$ cat src/rtl/sram_pkg.sv
// Shared definitions for the async-SRAM PHY controller: FSM states, wait-counter width,
// and the inactive (reset) levels of the active-low pin strobes.
package sram_pkg;

    localparam int WAIT_CNT_W = 4;

    typedef enum logic [2:0] {
        ST_IDLE,
        ST_RD,
        ST_WR_SETUP,
        ST_WR_PULSE,
        ST_WR_HOLD
    } state_t;

    localparam logic       STROBE_IDLE = 1'b1;
    localparam logic [3:0] BE_N_IDLE   = 4'hF;

endpackage

$ cat src/rtl/sram_phy_ctrl.sv
// Responder for one RAM bank: turns a word request into a timed async-SRAM cycle.
// Optional SRAM_PERF_CNT_EN adds rd_cnt/wr_cnt completion counters.
module sram_phy_ctrl
    import sram_pkg::*;
#(
    parameter int ADDR_W  = 20,
    parameter int RD_WAIT = 1,
    parameter int WR_WAIT = 1
) (
    input  logic              clk,
    input  logic              reset,
    input  logic              req_en,
    input  logic              req_we,
    input  logic [3:0]        req_be,
    input  logic [31:0]       req_addr,
    input  logic [31:0]       req_wdata,
    output logic              req_ready,
    output logic              rsp_valid,
    output logic [31:0]       rsp_rdata,
    output logic              wr_done,
    output logic [ADDR_W-1:0] sram_addr,
    input  logic [31:0]       sram_dq_i,
    output logic [31:0]       sram_dq_o,
    output logic              sram_dq_oe,
    output logic              sram_ce_n,
    output logic              sram_oe_n,
    output logic              sram_we_n,
    output logic [3:0]        sram_be_n
`ifdef SRAM_PERF_CNT_EN
    ,
    output logic [31:0]       rd_cnt,
    output logic [31:0]       wr_cnt
`endif
);

    localparam logic [WAIT_CNT_W-1:0] RD_CNT_INIT = WAIT_CNT_W'(RD_WAIT);
    localparam logic [WAIT_CNT_W-1:0] WR_CNT_INIT = WAIT_CNT_W'(WR_WAIT);

    state_t                  state, state_nx;
    logic [WAIT_CNT_W-1:0]   cnt, cnt_nx;
    logic                    accept;
    logic                    rd_fire;
    logic                    wr_fire;
    logic                    unused_addr_bits;

    // Bank decode and byte offset live upstream.
    assign unused_addr_bits = ^{req_addr[31:ADDR_W+2], req_addr[1:0]};

    assign req_ready = (state == ST_IDLE);
    assign accept    = req_en & req_ready;
    assign rd_fire   = (state == ST_RD) && (cnt == '0);
    assign wr_fire   = (state == ST_WR_HOLD);

    always_ff @(posedge clk or posedge reset) begin
        if (reset) begin
            state <= ST_IDLE;
            cnt   <= '0;
        end else begin
            state <= state_nx;
            cnt   <= cnt_nx;
        end
    end

    always_comb begin
        state_nx = state;
        cnt_nx   = cnt;
        case (state)
            ST_IDLE: begin
                if (accept) begin
                    if (req_we) begin
                        state_nx = ST_WR_SETUP;
                    end else begin
                        state_nx = ST_RD;
                        cnt_nx   = RD_CNT_INIT;
                    end
                end
            end
            ST_RD: begin
                if (cnt == '0) state_nx = ST_IDLE;
                else           cnt_nx   = cnt - 1'b1;
            end
            ST_WR_SETUP: begin
                state_nx = ST_WR_PULSE;
                cnt_nx   = WR_CNT_INIT;
            end
            ST_WR_PULSE: begin
                if (cnt == '0) state_nx = ST_WR_HOLD;
                else           cnt_nx   = cnt - 1'b1;
            end
            ST_WR_HOLD: state_nx = ST_IDLE;
            default:    state_nx = ST_IDLE;
        endcase
    end

    // Pins are registered from the next state so each strobe changes on one clean edge;
    // ce_n and dq_oe release together on the edge that returns to IDLE.
    always_ff @(posedge clk or posedge reset) begin
        if (reset) begin
            sram_ce_n  <= STROBE_IDLE;
            sram_oe_n  <= STROBE_IDLE;
            sram_we_n  <= STROBE_IDLE;
            sram_be_n  <= BE_N_IDLE;
            sram_dq_oe <= 1'b0;
            sram_addr  <= '0;
            sram_dq_o  <= '0;
            rsp_rdata  <= '0;
            rsp_valid  <= 1'b0;
            wr_done    <= 1'b0;
        end else begin
            rsp_valid <= rd_fire;
            wr_done   <= wr_fire;
            if (rd_fire) rsp_rdata <= sram_dq_i;
            sram_we_n <= (state_nx != ST_WR_PULSE);
            if (accept) begin
                sram_addr  <= req_addr[ADDR_W+1:2];
                sram_dq_o  <= req_wdata;
                sram_ce_n  <= 1'b0;
                sram_oe_n  <= req_we;
                sram_dq_oe <= req_we;
                sram_be_n  <= req_we ? ~req_be : '0;
            end else if (state_nx == ST_IDLE) begin
                sram_ce_n  <= STROBE_IDLE;
                sram_oe_n  <= STROBE_IDLE;
                sram_dq_oe <= 1'b0;
                sram_be_n  <= BE_N_IDLE;
            end
        end
    end

`ifdef SRAM_PERF_CNT_EN
    always_ff @(posedge clk or posedge reset) begin
        if (reset) begin
            rd_cnt <= '0;
            wr_cnt <= '0;
        end else begin
            if (rd_fire) rd_cnt <= rd_cnt + 32'd1;
            if (wr_fire) wr_cnt <= wr_cnt + 32'd1;
        end
    end
`endif

endmodule

$ cat config.mk
export PLATFORM = sky130hd
export DESIGN_NAME = sram_phy_ctrl
export DESIGN_NICKNAME = d
export VERILOG_FILES = /design/src/rtl/sram_pkg.sv /design/src/rtl/sram_phy_ctrl.sv
export SDC_FILE = /design/constraint.sdc
export NUM_CORES = 1
export LEC_CHECK = 0
export ABC_AREA = 1
export BUFFER_PORTS_ARGS = -buffer_cell sky130_fd_sc_hd__buf_2
export CORE_ASPECT_RATIO = 1.5
export CORE_UTILIZATION = 49
export CTS_CLUSTER_SIZE = 30
export DETAILED_ROUTE_END_ITERATION = 8
export PLACE_DENSITY = 0.88
export SLEW_MARGIN = 10
export SYNTH_ARGS = -nofsm -noshare
export SYNTH_HDL_FRONTEND = slang
export SYNTH_SLANG_ARGS = --single-unit
$ cat constraint.sdc
create_clock -name clk -period 9.5 [get_ports clk]
set_input_delay 1.9 -clock clk [delete_from_list [all_inputs] [get_ports clk]]
set_output_delay 1.9 -clock clk [all_outputs]
set_load 0.05 [all_outputs]
==> results.md, run 1 <==
* Sequential element share of the synthesized area at approximately two thirds
* Crit-path slowest cell: dfrtp_1
* H-tree levels at 3
* Number of fill cells in the layout at 617
* Largest family of logic cells by synthesized area: simple AND/OR/NAND/NOR gates
* Tightest Pin Transition at between 800 and 900 ps
* Reg2Reg Depth at 6
* Yosys top cell area share at about three fifths
* N_diodes at 0
* Mean Syn Cell Area at between 8 and 9 um^2
* Synth area leaders: dfrtp_1, nand2_1, dfstp_2
* #FFs+latches synth at around 100
* Post-synthesis mux area share at 0%
* Clock Path Buffers at 2
* CTS tree: yes
* GRT Util Overall at 22.7%
* Clock sinks at between 100 and 150
* Hold buffers post-CTS at 0
* Initial antenna violation count at 0
* Startpoint Class: flip-flop
* PortBufs at 186
* Max Cap Viol at 0
* Crit Path Class: reg2out
* Post-Synth Simple-Gate Area at 29.6%
* Clock latency on the worst-skew pair at 330 ps
* Reg2reg start: state[2]
* Crit path largest cell delay at between 400 and 500 ps
* Rows at 39
* Post-route cell area at roughly 0.0052 mm^2
* Number of remaining DRC errors at 0
* Initial DRC count at slightly above 200
* Status: complete, no violations
* Largest net degree at the start of global routing at between 60 and 70
* Global-route met3 utilization at under 10%
* DR WL/cell at 12.1 um
* I/O pins at about 200
* Core area at 0.00766 mm^2
* Synth warnings at 0
* Post-CTS setup buffer count at 0
* Crit-path cells: nor3_2 -> buf_2
* Vias in the first global route at approximately 3300
* RSZ-0062 raised after global routing: no
* CTS Root Cell: clkbuf_16
* Post-layout min period at 3240 ps
* Chip Width at 74.9 um
* Post-Synth Adder-Cell Area at less than 1%
* Area after DPL at a little under 0.005 mm^2
* Critical path endpoint category: output port
* Area of the multi-input gates at approximately 0.0012 mm^2
* Vias at about 3400
* Hold Violations, Final at 0
* R2r setup slk at 7400 ps
* Global-route wire length before repair at between 10000 and 15000 um
* Met1 Usage GRT at 22.9%
* Distinct cells, synth at 22
* Mapped Area at between 0.003 and 0.004 mm^2
* Kind of cell adding the most delay to the critical path: flip-flops
* R2R Path End: sram_addr[19]
* Hold Path Origin: rsp_rdata[8]
* Worst Hold Endpoint: rsp_rdata[8]
* Grt met2 use at around 42%
* Largest fanout on the critical path at 4
* DIE AREA at approximately 0.0083 mm^2
* Drt pass-1 iters at 4
* Hold-critical path depth at 2
* Setup TNS at 0 ps
* Via-to-Cell Ratio at approximately 4.7
* Nets at between 700 and 800
* Max-slew headroom at 46.1%
* Sequential cell area at between 0.002 and 0.003 mm^2
* Die height at 111 um
* Total routed wirelength at ~8900 um
* Post-synthesis compound-gate area fraction at 1.22%
* Hold Path Class: reg2reg
* Cts repair resizes at 0
* Initial core utilization at between 50% and 60%
* Arrival @ worst endpoint at 1340 ps
* Clk slew on worst S/H paths at around 60 ps
* Fin. max-slew vios at 0
* Ratio of cells with drive above 1 in the final layout at roughly 35%
* Cts bufs inserted at 9
* Setup violators final at 0
* HPWL Detailed at 6360 um
* Setup crit start: state[2]
* Area delta synth->final at 33.2%
* Crit path required time at roughly 7600 ps
* Synthesized net count at approximately 550
* F_max at 308 MHz
* Busiest grt layer: met2
* ANT nets after route at 0
* Dominant cell type by area after synthesis: dfrtp_1
* Crit share post-route at between 30% and 40%
* XOR/XNOR Fraction of Synth Area at 0%
* Final Skew at between 8 and 9 ps
* Total grt overflow at 0
* Synth Instances at 443
* WP buf/inv at 1
* Final Wtd Congestion at roughly 0.8
layout by cell type, fill, tap and decap left out:
cell	n
a21oi_1	3
buf_2	186
buf_4	3
bufinv_16	1
clkbuf_1	2
clkbuf_16	9
clkbuf_8	1
clkinv_2	2
clkinvlp_4	1
dfrtp_1	94
dfstp_2	7
ha_1	1
inv_1	12
inv_2	4
inv_4	1
nand2_1	276
nand2_2	2
nand3_1	4
nand4_1	2
nor2_1	8
nor2_2	2
nor3_2	1
o21ai_0	1
o21ai_1	1
o22ai_1	1
o2bb2ai_1	1
o31ai_1	1
or2_2	4
metrics by stage:
step / utilization (%) / setup WS [ps] / hold WS, ps / std cells
5_1_grt: 67.8 / 6170 / 497 / 733
2_1_floorplan: - / 4960 / 449 / 443
3_5_place_dp: 64.0 / 6000 / 454 / 717
3_3_place_gp: 64.0 / 6070 / 448 / 717
6_report: 67.8 / 6260 / 466 / 733
4_1_cts: 67.8 / 6240 / 469 / 733
sequential cells by signal, summed over array words and instances (netlist names), 3 cells and up:
name,flops
cnt,4
rsp_rdata,32
sram_dq_o,32
sram_be_n,4
sram_addr,20
state,3
kinds of logic (layout without fill, tap and decap cells):
family | count (synthesis) | in the layout
AO/OA/AOI/OAI | 8 | 8
buffers and inverters | 34 | 222
flip-flops | 101 | 101
adder cells (fa/ha/maj) | 1 | 1
AND/OR/NAND/NOR | 299 | 299
cell usage after synthesis:
master     instances
a21oi_1            3
buf_2             14
buf_4              1
clkbuf_1           2
dfrtp_1           94
dfstp_2            7
ha_1               1
inv_1             13
inv_2              4
nand2_1          277
nand2_2            1
nand3_1            4
nand4_1            2
nor2_1             8
nor2_2             2
nor3_2             1
o21ai_0            1
o21ai_1            1
o22ai_1            1
o2bb2ai_1          1
o31ai_1            1
or2_2              4
cell type report:
| class | instances | share of cell area (%) |
|---|---|---|
| clock buffer | 12 | 4.74 |
| clock inverter | 4 | 0.915 |
| inverter | 17 | 1.28 |
| multi-input combinational | 308 | 23.5 |
| sequential | 101 | 48.8 |
| tap | 102 | 2.46 |
| timing repair buffer | 189 | 18.3 |
routing by layer:
layer / vias up / part of all wire [%]
met4: 0 / 1.1
met1: 1577 / 38
li1: 1695 / -
met5: - / 0
met3: 9 / 7.6
met2: 137 / 53
worst min-delay path: cells and delay by family (launching register included):
family	cells	cell delay (ps)
DFF	1	340
and+or+nand+nor	2	100
how the worst max path moves through the flow:
stage	endpoint	cells past startpoint	slack, ps
after global placement	sram_addr[11]	6	6070
after detailed placement	sram_addr[19]	6	6000
final	req_ready	2	6260
after floorplan	cnt[0]	1	4960
after CTS	req_ready	2	6240
after global routing	sram_addr[11]	6	6170
Power of run 1 is not shown: default switching activity piles up to over one toggle a cycle in this logic, so the estimate is an artifact.
==> inputs of run 2 (changes only) <==
--- a/config.mk
+++ b/config.mk
@@ -8,10 +8,10 @@
 export ABC_AREA = 1
 export BUFFER_PORTS_ARGS = -buffer_cell sky130_fd_sc_hd__buf_2
 export CORE_ASPECT_RATIO = 1.5
-export CORE_UTILIZATION = 49
+export CORE_UTILIZATION = 41
 export CTS_CLUSTER_SIZE = 30
 export DETAILED_ROUTE_END_ITERATION = 8
-export PLACE_DENSITY = 0.88
+export PLACE_DENSITY = 0.79
 export SLEW_MARGIN = 10
 export SYNTH_ARGS = -nofsm -noshare
 export SYNTH_HDL_FRONTEND = slang
==> constraint.sdc (replaced) <==
create_clock -name clk -period 2.8 [get_ports clk]
set_input_delay 0.56 -clock clk [delete_from_list [all_inputs] [get_ports clk]]
set_output_delay 0.56 -clock clk [all_outputs]
set_load 0.05 [all_outputs]
==> results.md, run 2 (synthesized netlist as in run 1, its figures left out) <==
* Hold Path Class: in2async (was reg2reg)
* R2r setup slk at 910 ps (was 7400 ps)
* Initial DRC count at 110 (was 207)
* Area delta synth->final at 33.5% (was 33.2%)
* CP endpoint: rsp_rdata[12] (was req_ready)
* Reg2Reg Depth at 8 (was 6)
* Clock sinks at 101 (unchanged)
* GRT Util Overall at 18.1% (was 22.7%)
* PortBufs at 186 (unchanged)
* Core area at 0.00925 mm^2 (was 0.00766 mm^2)
* Die height at 121 um (was 111 um)
* Fin. max-slew vios at 0 (unchanged)
* DIE AREA at 0.00992 mm^2 (was 0.00833 mm^2)
* Total grt overflow at 0 (unchanged)
* Cts repair resizes at 0 (unchanged)
* Met3 wire length at 556 um (was 675 um)
* Worst hold margin at 369 ps (was 466 ps)
* Number of remaining DRC errors at 0 (unchanged)
* RSZ-0062 raised after global routing: no (unchanged)
* Clock latency on the worst-skew pair at 330 ps (about the same)
* Vias in the first global route at 3146 (was 3339)
* H-tree levels at 3 (unchanged)
* N_diodes at 0 (unchanged)
* Initial antenna violation count at 0 (unchanged)
* Final Skew at 7.83 ps (was 8.99 ps)
* Cts bufs inserted at 9 (unchanged)
* DR WL/cell at 11.7 um (was 12.1 um)
* Ratio of cells with drive above 1 in the final layout at 35.6% (was 35.5%)
* Clk slew on worst S/H paths at 60 ps (about the same)
* Post-layout min period at about 1900 ps
* Chip Width at 81.6 um (was 74.9 um)
* R2R Path End: rsp_rdata[12] (was sram_addr[19])
* Status: complete, no violations (unchanged)
* Rows at 43 (was 39)
* Place WS at 917 ps (was 6000 ps)
* ANT nets after route at 0 (unchanged)
* Commonest non-fill, non-tap cells in the layout: nand2_1, buf_2, dfrtp_1 (unchanged)
* Drt pass-1 iters at 4 (unchanged)
* Crit path required time at 3020 ps (was 7600 ps)
* Crit Path Class: reg2reg (was reg2out)
* I/O pins at 199 (unchanged)
* Global-route wire length before repair at 13800 um (was 14300 um)
* Tightest Pin Transition at 844 ps (was 809 ps)
* Setup TNS at 0 ps (unchanged)
* Final std cells w/o fill at 742 (was 733)
* CTS Root Cell: clkbuf_16 (unchanged)
* Largest regs: rsp_rdata (32), sram_dq_o (32), sram_addr (20) (unchanged)
* Critical path endpoint category: flip-flop (was output port)
* Final Wtd Congestion at 0.741 (was 0.803)
* Vias at 3380 (was 3418)
* Max-slew headroom at 43.6% (was 46.1%)
* Reg2reg start: cnt[0] (was state[2])
* Highest metal used: met4 (unchanged)
* Nets at 731 (unchanged)
* Startpoint Class: flip-flop (unchanged)
* Total routed wirelength at 8690 um (was 8880 um)
* WL met2 at 4460 um (was 4720 um)
* Post-CTS setup buffer count at 0 (unchanged)
* Largest fanout on the critical path at 34 (was 4)
* PnR worst setup slack at 909 ps (was 6260 ps)
* Placed Cells at 727 (was 717)
* Commonest non-fill, non-tap cell in the layout: nand2_1 (unchanged)
* Max Cap Viol at 0 (unchanged)
* Initial core utilization at 42.2% (was 50.9%)
* Clock Path Buffers at 2 (unchanged)
* Setup violators final at 0 (unchanged)
* Crit share post-route at about two thirds
* Largest net degree at the start of global routing at 102 (was 66)
* Setup crit start: cnt[0] (was state[2])
* F_max at 529 MHz
* Via-to-Cell Ratio at 4.56 (was 4.66)
* M1 WL at 3540 um (was 3380 um)
* Arrival @ worst endpoint at 2110 ps (was 1340 ps)
* Hold buffers post-CTS at 0 (unchanged)
* HPWL Detailed at 6100 um (was 6360 um)
* CTS tree: yes (unchanged)
* Hold Violations, Final at 0 (unchanged)
==> run 2: changes by cell type in the layout (fill, tap and decap cells not counted) <==
cell        change
buf_12          +1
inv_4           -1
clkbuf_8        -1
clkinv_2        +1
buf_4           -1
clkinvlp_4      +1
clkbuf_1        -1
==> run 2: layer usage <==
layer | up-vias | track usage, %
met1 | 1549 | 19.9
met5 | - | 0
li1 | 1691 | -
met3 | 11 | 4.66
met4 | 0 | 6.91
met2 | 129 | 32.6
==> run 2: critical path, stage by stage, from the launching register on <==
cell	delay, ps
dfrtp_1	380
inv_1	110
ha_1	230
nand3_1	140
nor2_2	100
buf_4	320
inv_2	300
nand2_1	140
nand2_1	60
==> run 2: layout make-up <==
cell class              count  area, um^2
clock buffers              10         229
clock inverters             5        52.6
fillers                   817        4040
inverters                  17        67.6
multi-input cells         308        1220
flip-flops and latches    101        2540
well taps                 112         140
repair buffers            189         966
==> run 2: metrics by stage <==
step	utilization, %	area [um^2]
finish	56.3	5210
global route	56.3	5210
floorplan	-	3910
CTS	56.3	5210
global placement	53.3	4930
detailed placement	53.3	4930
==> run 2: worst min path at each step <==
stage / depth (start not counted) / endpoint / from
2_1_floorplan: 2 / cnt[0] / cnt[0]
3_3_place_gp: 2 / rsp_rdata[10] / rsp_rdata[10]
3_5_place_dp: 2 / rsp_rdata[18] / rsp_rdata[18]
4_1_cts: 3 / sram_dq_o[8] / reset
5_1_grt: 3 / sram_dq_o[5] / req_wdata[5]
6_report: 3 / sram_dq_o[4] / reset
Power of run 2 is left out for the same reason.
==> inputs of run 3 (changes only) <==
==> constraint.sdc (replaced) <==
create_clock -name clk -period 1.5 [get_ports clk]
set_input_delay 0.3 -clock clk [delete_from_list [all_inputs] [get_ports clk]]
set_output_delay 0.3 -clock clk [all_outputs]
set_load 0.05 [all_outputs]
==> results.md, run 3 (synthesized netlist as in run 1, its figures left out) <==
* Initial DRC count at 175 (was 110)
* Max-slew headroom at 71.0% (was 43.6%)
* Final Skew at 6.54 ps (was 7.83 ps)
* Number of remaining DRC errors at 0 (unchanged)
* Arrival @ worst endpoint at 1190 ps (was 2110 ps)
* Largest net degree at the start of global routing at 53 (was 102)
* Crit path required time at 1200 ps (was 3020 ps)
* Final std cells w/o fill at 754 (was 742)
* Die height at 121 um (unchanged)
* I/O pins at 199 (unchanged)
* Final Wtd Congestion at 0.805 (was 0.741)
* Largest regs: rsp_rdata (32), sram_dq_o (32), sram_addr (20) (unchanged)
* Total routed wirelength at 9570 um (was 8690 um)
* Vias at 3438 (was 3380)
* Chip Width at 81.6 um (unchanged)
* Placed Cells at 738 (was 727)
* DR WL/cell at 12.7 um (was 11.7 um)
* Clock latency on the worst-skew pair at 340 ps (was 330 ps)
* N_diodes at 0 (unchanged)
* CTS tree: yes (unchanged)
* Area delta synth->final at 38.0% (was 33.5%)
* GRT Util Overall at 20.0% (was 18.1%)
* Number of fill cells in the layout at 860 (was 817)
* Initial antenna violation count at 1 (was 0)
* R2r setup slk at 120 ps (was 910 ps)
* Status: complete, no violations (unchanged)
* Post-route cell area at 0.00538 mm^2 (was 0.00521 mm^2)
* Reg2reg start: state[2] (was cnt[0])
* R2R Path End: sram_be_n[0] (was rsp_rdata[12])
* Hold Path Class: in2async (unchanged)
* Critical path endpoint category: output port (was flip-flop)
* Nets at 742 (was 731)
* Worst hold margin at 51.5 ps (was 369 ps)
* Hold buffers post-CTS at 0 (unchanged)
* Total grt overflow at 0 (unchanged)
* Clock Path Buffers at 2 (unchanged)
* HPWL Detailed at 7000 um (was 6100 um)
* Commonest non-fill, non-tap cells in the layout: nand2_1, buf_2, dfrtp_1 (unchanged)
* DIE AREA at 0.00992 mm^2 (unchanged)
* CTS Root Cell: clkbuf_16 (unchanged)
* Vias in the first global route at 3230 (was 3146)
* Commonest non-fill, non-tap cell in the layout: nand2_1 (unchanged)
* H-tree levels at 3 (unchanged)
* Fin. max-slew vios at 0 (unchanged)
* Ratio of cells with drive above 1 in the final layout at 38.0% (was 35.6%)
* Crit share post-route at 99.2%
* RSZ-0062 raised after global routing: yes (was no)
* Global-route wire length before repair at 14800 um (was 13800 um)
* Area after DPL at 0.00505 mm^2 (was 0.00493 mm^2)
* F_max at roughly 670 MHz
* Startpoint Class: flip-flop (unchanged)
* Via-to-Cell Ratio at 4.56 (about the same)
* Core area at 0.00925 mm^2 (unchanged)
* PortBufs at 186 (unchanged)
* Cts bufs inserted at 9 (unchanged)
* Clock sinks at 101 (unchanged)
* Post-layout min period at roughly 1500 ps
* Max Cap Viol at 0 (unchanged)
* Largest fanout on the critical path at 3 (was 34)
* Tightest Pin Transition at 435 ps (was 844 ps)
* Setup TNS at 0 ps (unchanged)
* Rows at 43 (unchanged)
* Setup violators final at 0 (unchanged)
* Reg2Reg Depth at 5 (was 8)
* Clk slew on worst S/H paths at 70 ps (was 60 ps)
* Initial core utilization at 42.2% (unchanged)
* ANT nets after route at 0 (unchanged)
* Drt pass-1 iters at 4 (unchanged)
* Crit Path Class: reg2out (was reg2reg)
* Hold Violations, Final at 0 (unchanged)
## run 3: layer usage
layer	up-vias	part of all wire, %	GRT usage (%)
met5	-	0.10	0
met4	2	2.5	8.22
met3	24	5.9	6.77
met2	117	51	32.4
met1	1573	41	23.8
li1	1722	-	-
## run 3: final cells by class
cell class,count,area [um^2],area share [%]
multi-input combinational,308,1260,23.4
timing repair buffer,200,1090,20.3
sequential,101,2540,47.2
inverter,17,72.6,1.35
clock buffer,15,278,5.16
tap,112,140,2.60
clock inverter,1,5.00,0.0930
## run 3: worst max-delay path, stage by stage (launching register included)
cell     delay [ps]
dfrtp_1         420
nor3_4          230
buf_6           190
## run 3: worst max path at each step
stage                        start             to  slack, ps  cells past startpoint
final                     state[0]      req_ready         10                      2
after floorplan           state[0]  sram_dq_o[10]       -140                      6
after CTS                 state[0]      req_ready        0.2                      2
after global routing      state[0]      req_ready        -50                      2
after global placement      cnt[0]   rsp_rdata[8]         40                      7
after detailed placement    cnt[0]  rsp_rdata[22]        -40                      7
## run 3: repair_timing
action                                  CTS  global route
pin swaps                                 0             2
gates resized for setup                   6            10
buffers inserted                          0             0
endpoints found under the setup margin   35            60
## run 3: per-stage QoR
step,setup slack (ps),utilization [%]
2_1_floorplan,-137,-
3_3_place_gp,36.7,54.6
3_5_place_dp,-37.2,54.6
4_1_cts,0.190,57.8
5_1_grt,-53.5,58.2
6_report,11.3,58.2
Power of run 3 is left out for the same reason.
